===== src/rtl/vga_timing_ctrl_if.sv =====
// Configuration channel of the VGA timing controller: a valid/ready offer of a
// packed 8-field timing word plus a one-cycle reject pulse back to the sender.
interface vga_timing_ctrl_if #(
  parameter int W = 12
);
  logic           i_cfg_valid;
  logic           o_cfg_ready;
  logic [8*W-1:0] i_cfg_data;
  logic           o_cfg_err;

  // System control side: offers configurations
  modport master (
    output i_cfg_valid,
    output i_cfg_data,
    input  o_cfg_ready,
    input  o_cfg_err
  );

  // Timing controller side: accepts and validates configurations
  modport slave (
    input  i_cfg_valid,
    input  i_cfg_data,
    output o_cfg_ready,
    output o_cfg_err
  );
endinterface


===== src/rtl/vga_timing_ctrl.sv =====
// VGA scan timing controller. Runs the h/v counters under a run/drain/idle
// FSM, registers position/sync/de/sof one cycle behind the counter state,
// and shadows new timing configurations so they only take effect on a frame
// boundary (or immediately while idle).
module vga_timing_ctrl #(
  parameter int   W        = 12,
  parameter int   H_ACTIVE = 1920,
  parameter int   H_FP     = 88,
  parameter int   H_SYNC   = 44,
  parameter int   H_BP     = 348,
  parameter int   V_ACTIVE = 1200,
  parameter int   V_FP     = 3,
  parameter int   V_SYNC   = 6,
  parameter int   V_BP     = 291,
  parameter logic SYNC_POL = 1'b0
) (
  input  logic             i_clk,
  input  logic             i_rst,
  input  logic             i_en,
  vga_timing_ctrl_if.slave cfg,
  output logic             o_busy,
  output logic [W-1:0]     o_x,
  output logic [W-1:0]     o_y,
  output logic             o_hsync,
  output logic             o_vsync,
  output logic             o_de,
  output logic             o_sof
);

  // Field order matches the wire format: h_active is the most significant field.
  typedef struct packed {
    logic [W-1:0] h_active;
    logic [W-1:0] h_fp;
    logic [W-1:0] h_sync;
    logic [W-1:0] h_bp;
    logic [W-1:0] v_active;
    logic [W-1:0] v_fp;
    logic [W-1:0] v_sync;
    logic [W-1:0] v_bp;
  } timing_t;

  typedef enum logic [1:0] {
    ST_IDLE  = 2'd0,
    ST_RUN   = 2'd1,
    ST_DRAIN = 2'd2
  } state_t;

  localparam timing_t CFG_DEF = timing_t'({W'(H_ACTIVE), W'(H_FP), W'(H_SYNC), W'(H_BP),
                                           W'(V_ACTIVE), W'(V_FP), W'(V_SYNC), W'(V_BP)});

  // A config is usable only if every field is non-zero and both totals fit in
  // W bits. Sums are taken two bits wider so four W-bit fields cannot wrap.
  function automatic logic cfg_ok(input timing_t c);
    logic [W+1:0] hsum;
    logic [W+1:0] vsum;
    logic         nz;
    hsum = {2'b00, c.h_active} + {2'b00, c.h_fp} + {2'b00, c.h_sync} + {2'b00, c.h_bp};
    vsum = {2'b00, c.v_active} + {2'b00, c.v_fp} + {2'b00, c.v_sync} + {2'b00, c.v_bp};
    nz   = (c.h_active != '0) && (c.h_fp != '0) && (c.h_sync != '0) && (c.h_bp != '0) &&
           (c.v_active != '0) && (c.v_fp != '0) && (c.v_sync != '0) && (c.v_bp != '0);
    return nz && (hsum[W+1:W] == 2'b00) && (vsum[W+1:W] == 2'b00);
  endfunction

  state_t       state_q, state_d;
  logic [W-1:0] h_q, v_q;
  timing_t      act_q, shd_q;
  logic         shd_full_q;
  logic         err_q;

  // Derived boundaries of the active timing; all fit in W bits because only
  // validated configs ever become active.
  logic [W-1:0] hs_beg, hs_end, h_tot;
  logic [W-1:0] vs_beg, vs_end, v_tot;
  logic         h_last, v_last, frame_end, counting;
  logic         xfer, commit;

  assign hs_beg    = act_q.h_active + act_q.h_fp;
  assign hs_end    = hs_beg + act_q.h_sync;
  assign h_tot     = hs_end + act_q.h_bp;
  assign vs_beg    = act_q.v_active + act_q.v_fp;
  assign vs_end    = vs_beg + act_q.v_sync;
  assign v_tot     = vs_end + act_q.v_bp;

  assign h_last    = (h_q == h_tot - W'(1));
  assign v_last    = (v_q == v_tot - W'(1));
  assign frame_end = h_last && v_last;
  assign counting  = (state_q != ST_IDLE);

  // Shadow is single-entry: ready means empty, so a transfer and a commit can
  // never coincide. While scanning, commit waits for the frame wrap.
  assign xfer      = cfg.i_cfg_valid && !shd_full_q;
  assign commit    = shd_full_q && (!counting || frame_end);

  assign cfg.o_cfg_ready = !shd_full_q;
  assign cfg.o_cfg_err   = err_q;

  // FSM state register
  always_ff @(posedge i_clk or negedge i_rst) begin
    if (!i_rst) state_q <= ST_IDLE;
    else        state_q <= state_d;
  end

  // FSM next state: drain finishes the frame unless run is re-requested
  always_comb begin
    state_d = state_q;
    case (state_q)
      ST_IDLE:  if (i_en) state_d = ST_RUN;
      ST_RUN:   if (!i_en) state_d = frame_end ? ST_IDLE : ST_DRAIN;
      ST_DRAIN: begin
        if (i_en)           state_d = ST_RUN;
        else if (frame_end) state_d = ST_IDLE;
      end
      default:  state_d = ST_IDLE;
    endcase
  end

  // Scan counters: held at origin while idle, wrap at the active totals
  always_ff @(posedge i_clk or negedge i_rst) begin
    if (!i_rst) begin
      h_q <= '0;
      v_q <= '0;
    end else if (!counting) begin
      h_q <= '0;
      v_q <= '0;
    end else if (h_last) begin
      h_q <= '0;
      v_q <= v_last ? '0 : v_q + W'(1);
    end else begin
      h_q <= h_q + W'(1);
    end
  end

  // Shadow load on handshake, validate-and-commit at the boundary
  always_ff @(posedge i_clk or negedge i_rst) begin
    if (!i_rst) begin
      act_q      <= CFG_DEF;
      shd_q      <= CFG_DEF;
      shd_full_q <= 1'b0;
      err_q      <= 1'b0;
    end else begin
      err_q <= 1'b0;
      if (xfer) begin
        shd_q      <= timing_t'(cfg.i_cfg_data);
        shd_full_q <= 1'b1;
      end else if (commit) begin
        shd_full_q <= 1'b0;
        if (cfg_ok(shd_q)) act_q <= shd_q;
        else               err_q <= 1'b1;
      end
    end
  end

  // Registered video outputs, one cycle behind the counter state
  always_ff @(posedge i_clk or negedge i_rst) begin
    if (!i_rst) begin
      o_x     <= '0;
      o_y     <= '0;
      o_de    <= 1'b0;
      o_hsync <= ~SYNC_POL;
      o_vsync <= ~SYNC_POL;
      o_sof   <= 1'b0;
      o_busy  <= 1'b0;
    end else if (counting) begin
      o_x     <= h_q;
      o_y     <= v_q;
      o_de    <= (h_q < act_q.h_active) && (v_q < act_q.v_active);
      o_hsync <= ((h_q >= hs_beg) && (h_q < hs_end)) ? SYNC_POL : ~SYNC_POL;
      o_vsync <= ((v_q >= vs_beg) && (v_q < vs_end)) ? SYNC_POL : ~SYNC_POL;
      o_sof   <= (h_q == '0) && (v_q == '0);
      o_busy  <= 1'b1;
    end else begin
      o_x     <= '0;
      o_y     <= '0;
      o_de    <= 1'b0;
      o_hsync <= ~SYNC_POL;
      o_vsync <= ~SYNC_POL;
      o_sof   <= 1'b0;
      o_busy  <= 1'b0;
    end
  end

endmodule


===== src/flat_wrapper.sv =====
// flat-port wrapper written by rule: the top's interface ports become plain ports
module vga_timing_ctrl_flat 
#(
  parameter int   W        = 12,
  parameter int   H_ACTIVE = 1920,
  parameter int   H_FP     = 88,
  parameter int   H_SYNC   = 44,
  parameter int   H_BP     = 348,
  parameter int   V_ACTIVE = 1200,
  parameter int   V_FP     = 3,
  parameter int   V_SYNC   = 6,
  parameter int   V_BP     = 291,
  parameter logic SYNC_POL = 1'b0
)
  (i_clk, i_rst, i_en, o_busy, o_x, o_y, o_hsync, o_vsync, o_de, o_sof, cfg_i_cfg_valid, cfg_i_cfg_data, cfg_o_cfg_ready, cfg_o_cfg_err);
  vga_timing_ctrl_if #(.W(W)) cfg_i ();
  input  logic i_clk;
  input  logic i_rst;
  input  logic i_en;
  output logic o_busy;
  output logic [W-1:0] o_x;
  output logic [W-1:0] o_y;
  output logic o_hsync;
  output logic o_vsync;
  output logic o_de;
  output logic o_sof;
  input wire logic [$bits(cfg_i.i_cfg_valid)-1:0] cfg_i_cfg_valid;
  input wire logic [$bits(cfg_i.i_cfg_data)-1:0] cfg_i_cfg_data;
  output wire logic [$bits(cfg_i.o_cfg_ready)-1:0] cfg_o_cfg_ready;
  output wire logic [$bits(cfg_i.o_cfg_err)-1:0] cfg_o_cfg_err;
  assign cfg_i.i_cfg_valid = cfg_i_cfg_valid;
  assign cfg_i.i_cfg_data = cfg_i_cfg_data;
  assign cfg_o_cfg_ready = cfg_i.o_cfg_ready;
  assign cfg_o_cfg_err = cfg_i.o_cfg_err;
  vga_timing_ctrl #(.W(W), .H_ACTIVE(H_ACTIVE), .H_FP(H_FP), .H_SYNC(H_SYNC), .H_BP(H_BP), .V_ACTIVE(V_ACTIVE), .V_FP(V_FP), .V_SYNC(V_SYNC), .V_BP(V_BP), .SYNC_POL(SYNC_POL)) u_core (.i_clk(i_clk), .i_rst(i_rst), .i_en(i_en), .cfg(cfg_i), .o_busy(o_busy), .o_x(o_x), .o_y(o_y), .o_hsync(o_hsync), .o_vsync(o_vsync), .o_de(o_de), .o_sof(o_sof));
endmodule

===== config.mk =====
export PLATFORM = sky130hd
export DESIGN_NAME = vga_timing_ctrl_flat
export DESIGN_NICKNAME = d
export VERILOG_FILES = /design/src/rtl/vga_timing_ctrl_if.sv /design/src/rtl/vga_timing_ctrl.sv /design/src/flat_wrapper.sv
export SDC_FILE = /design/constraint.sdc
export NUM_CORES = 1
export LEC_CHECK = 0
export ABC_AREA = 1
export CAP_MARGIN = 20
export CORE_MARGIN = 10
export CORE_UTILIZATION = 33
export CTS_CLUSTER_DIAMETER = 200
export DETAILED_ROUTE_END_ITERATION = 6
export GPL_TIMING_DRIVEN = 0
export SETUP_SLACK_MARGIN = 0.02
export SYNTH_ARGS = -nofsm -noshare
export SYNTH_HDL_FRONTEND = slang
export SYNTH_SLANG_ARGS = --single-unit

===== constraint.sdc =====
create_clock -name i_clk -period 5 [get_ports i_clk]
set_clock_uncertainty 0.2 [all_clocks]
set_input_delay 0.5 -clock i_clk [delete_from_list [all_inputs] [get_ports i_clk]]
set_output_delay 0.5 -clock i_clk [all_outputs]
set_load 0.01 [all_outputs]

==> results_dict.tcl <==
set metrics [dict create \
    status "finished with violations" \
    violations "setup timing" \
    dp_hpwl_um 40700 \
    drcViolationCount 0 \
    drv_cap 0 \
    drt_wl_total_um 52700 \
    syn2layout_area_growth_pct 29.3 \
    setup_viol 123 \
    wl_per_cell_um 17.1 \
    insertion_delay_ns 0.56 \
    synth_fp_nets 2477 \
    min_period_ns 5.50 \
    drt_iter0_drc 896 \
    cp_max_fo 8 \
    antenna_found_initial 0 \
    cp-end-kind "flip-flop" \
    syn_inst 2145 \
    ys_ff_latch 249 \
    cts_tree "done" \
    placed_cell_area_um2 19500 \
    fmax_mhz 182 \
    clkTransAtPathRegs_ns 0.06 \
    die_x_um 248 \
    hold_violations 0 \
    start_util_pct 33.4 \
    holdPathStages 3 \
    die-area_um2 61700 \
    period_share_pct 110 \
    synth_top_area_share_pct 28.1 \
    num_rows 83 \
    tightest_slew_ns 0.774 \
    async_flop_share_pct 100 \
    start_kind "flip-flop" \
    whs_ns 0.247 \
    relSlewSlack_pct 47.8 \
    cts_buffer_depth 3 \
    critPathRequiredTime_ns 5.25 \
    fin_area_um2 22200 \
    cts_sinks 249 \
    worstSetupPathType "reg -> reg" \
    ant_nets 0 \
    seq_area_frac_synth_pct 36.6 \
    synth.top_cells.by_area "dfrtp_1 28%, ha_1 15%, nand2_1 13%" \
    yosys.area.top_type "dfrtp_1" \
    grt_pass1_wl_um 82900 \
    rsz0062_at_grt "yes" \
    worst_slack_ns -0.499 \
    viasPerCell 4.87 \
    ios 131 \
    vias 15017 \
    track_usage_pct 16.8 \
    numCtsBuffers 28 \
    reg2regPathDepth 27 \
    drv_slew 0 \
    ctsHtreeMaxLevel 1 \
    n_fill_cell 5150 \
    finalSetupTns_ns -48.54 \
    port_buffers 130 \
    crit_arrival_ns 5.75 \
    register_area_um2 6300 \
    multiInputGateArea_um2 10300 \
    fin_nets 2716 \
    place.gp.congestion 0.901 \
    grt_max_degree 110 \
    ys.flop_type "dfrtp_1" \
    hp-class "in -> reg" \
    utilization_pct 43.2 \
    first_global_vias 15337 \
    clockRootBuffer "clkbuf_16" \
    first_pass_iters 5 \
    diodes 0 \
    ys_types 50 \
    fp.coreArea_um2 51500 \
    gr-total-overflow 0 \
    synthesis.area_um2 17200 \
    synth-warning-count 0 \
    avgSynthCellArea_um2 8.02 \
    final_layout_size_suffix_gt1_share_pct 17.1 \
    synth_edf_count 0 \
    fp.dieH_um 248 \
]
[metal layers]
layer | wire [um] | part of all wire (%) | global-route usage, % | vias up
met4 | 1430 | 2.7 | 4.97 | 0
li1 | - | - | - | 7434
met3 | 2510 | 4.8 | 2.44 | 83
met1 | 24400 | 46 | 22.9 | 7170
met5 | 0 | 0 | 0 | -
met2 | 24400 | 46 | 27.1 | 330
[path summary, 6_finish.rpt]
path | slack, ns | end | start
worst max-delay path | -0.50 | u_core.act_q[47] | u_core.act_q[24]
worst min-delay path | 0.25 | u_core.shd_q[41] | cfg_i_cfg_data[41]
worst max register to register | -0.50 | u_core.act_q[47] | u_core.act_q[24]
worst min register to register | 0.27 | u_core.act_q[8] | u_core.act_q[8]
max in group asynchronous | 3.40 | u_core.act_q[91] | i_rst
min in group asynchronous | 0.28 | u_core.shd_q[15] | i_rst
[flip-flops by register name (all words and copies together) (netlist names)]
register / flops
u_core.o_de: 1
u_core.cfg.o_cfg_err: 1
u_core.v_q: 12
u_core.o_x: 12
u_core.o_sof: 1
u_core.shd_q: 96
u_core.shd_full_q: 1
u_core.o_hsync: 1
u_core.act_q: 96
u_core.o_y: 12
u_core.h_q: 12
u_core.state_q: 2
u_core.o_busy: 1
u_core.o_vsync: 1
[logic make-up (layout without fill, tap and decap cells)]
group                    count (synthesis)  count (layout)  synth area share [%]
XOR/XNOR                                96              96                  4.89
AND/OR/NAND/NOR                        940             940                  23.3
buffers and inverters                  383             642                  8.81
adder cells (fa/ha/maj)                232             232                  18.2
AO/OA/AOI/OAI                          245             245                  8.15
flip-flops                             249             249                  36.6
[synthesized netlist by cell type, drive strengths merged (29+ instances only)]
library cell and instances:
nand2 598, inv 326, ha 202, dfrtp 193, nand3 172, a21oi 105
nor2 82, o21ai 75, xor2 65, dfstp 56, clkbuf 39, nand4 31
xnor2 31, fa 30, nor4 29
[timing repair]
action                                  4_1_cts  5_1_grt
endpoints found under the hold margin        48        0
hold buffers                                  1        0
endpoints found under the setup margin      123      123
gates cloned                                  5        7
buffers inserted                             47       20
resized for setup                           169       95
pin swaps                                    45       73
[area by class of cell]
type	instances	share of cell area (%)
multi-input cells	1513	46.4
flip-flops and latches	249	28.3
repair buffers	211	9.88
inverters	327	5.55
well taps	680	3.83
clock buffers	38	3.46
plain buffers	54	1.95
clock inverters	12	0.624
[critical path: stages (launching register included)]
cell and delay [ns]:
dfstp_2 0.56, ha_4 0.14, inv_2 0.04, fa_2 0.41, nor2_4 0.14, a211oi_4 0.05
xnor2_2 0.17, ha_1 0.36, a21o_1 0.22, a31oi_2 0.16, xor2_1 0.24, ha_1 0.27
inv_1 0.06, ha_1 0.28, a21o_1 0.21, o21bai_1 0.18, a21oi_1 0.17, xor2_1 0.16
nand4_1 0.17, nor3_4 0.25, nand2_4 0.10, nand2_8 0.09, buf_12 0.12, nand4_4 0.13
buf_12 0.20, clkbuf_16 0.16, nand2_1 0.06, nand2_1 0.05
[per-stage QoR]
step / cells / setup slack, ns
3_3_place_gp: 2955 / -7.45
2_1_floorplan: 2145 / 0.0296
5_1_grt: 3084 / -0.851
6_report: 3084 / -0.499
3_5_place_dp: 2957 / -1.16
4_1_cts: 3059 / -0.423
[cell usage in the layout (no fill, tap or decap), drive strengths merged, types with 4 or more instances in the layout]
cell type      instances
clkinv                 9
ha                   202
nand3                172
o211ai                 7
a31oi                  4
clkbuf                85
xnor2                 31
dfstp                 56
nand4                 31
clkdlybuf4s50        129
buf                   88
xor2                  65
nor3                  17
nor4                  29
inv                  327
a21o                   5
o21ai                 75
fa                    30
o22ai                  7
a211oi                 6
nor2                  82
o21bai                16
nand2                598
dfrtp                193
a21oi                105
a21boi                 5
Power is not shown: default switching activity piles up to over one toggle a cycle in this logic, so the estimate is an artifact.
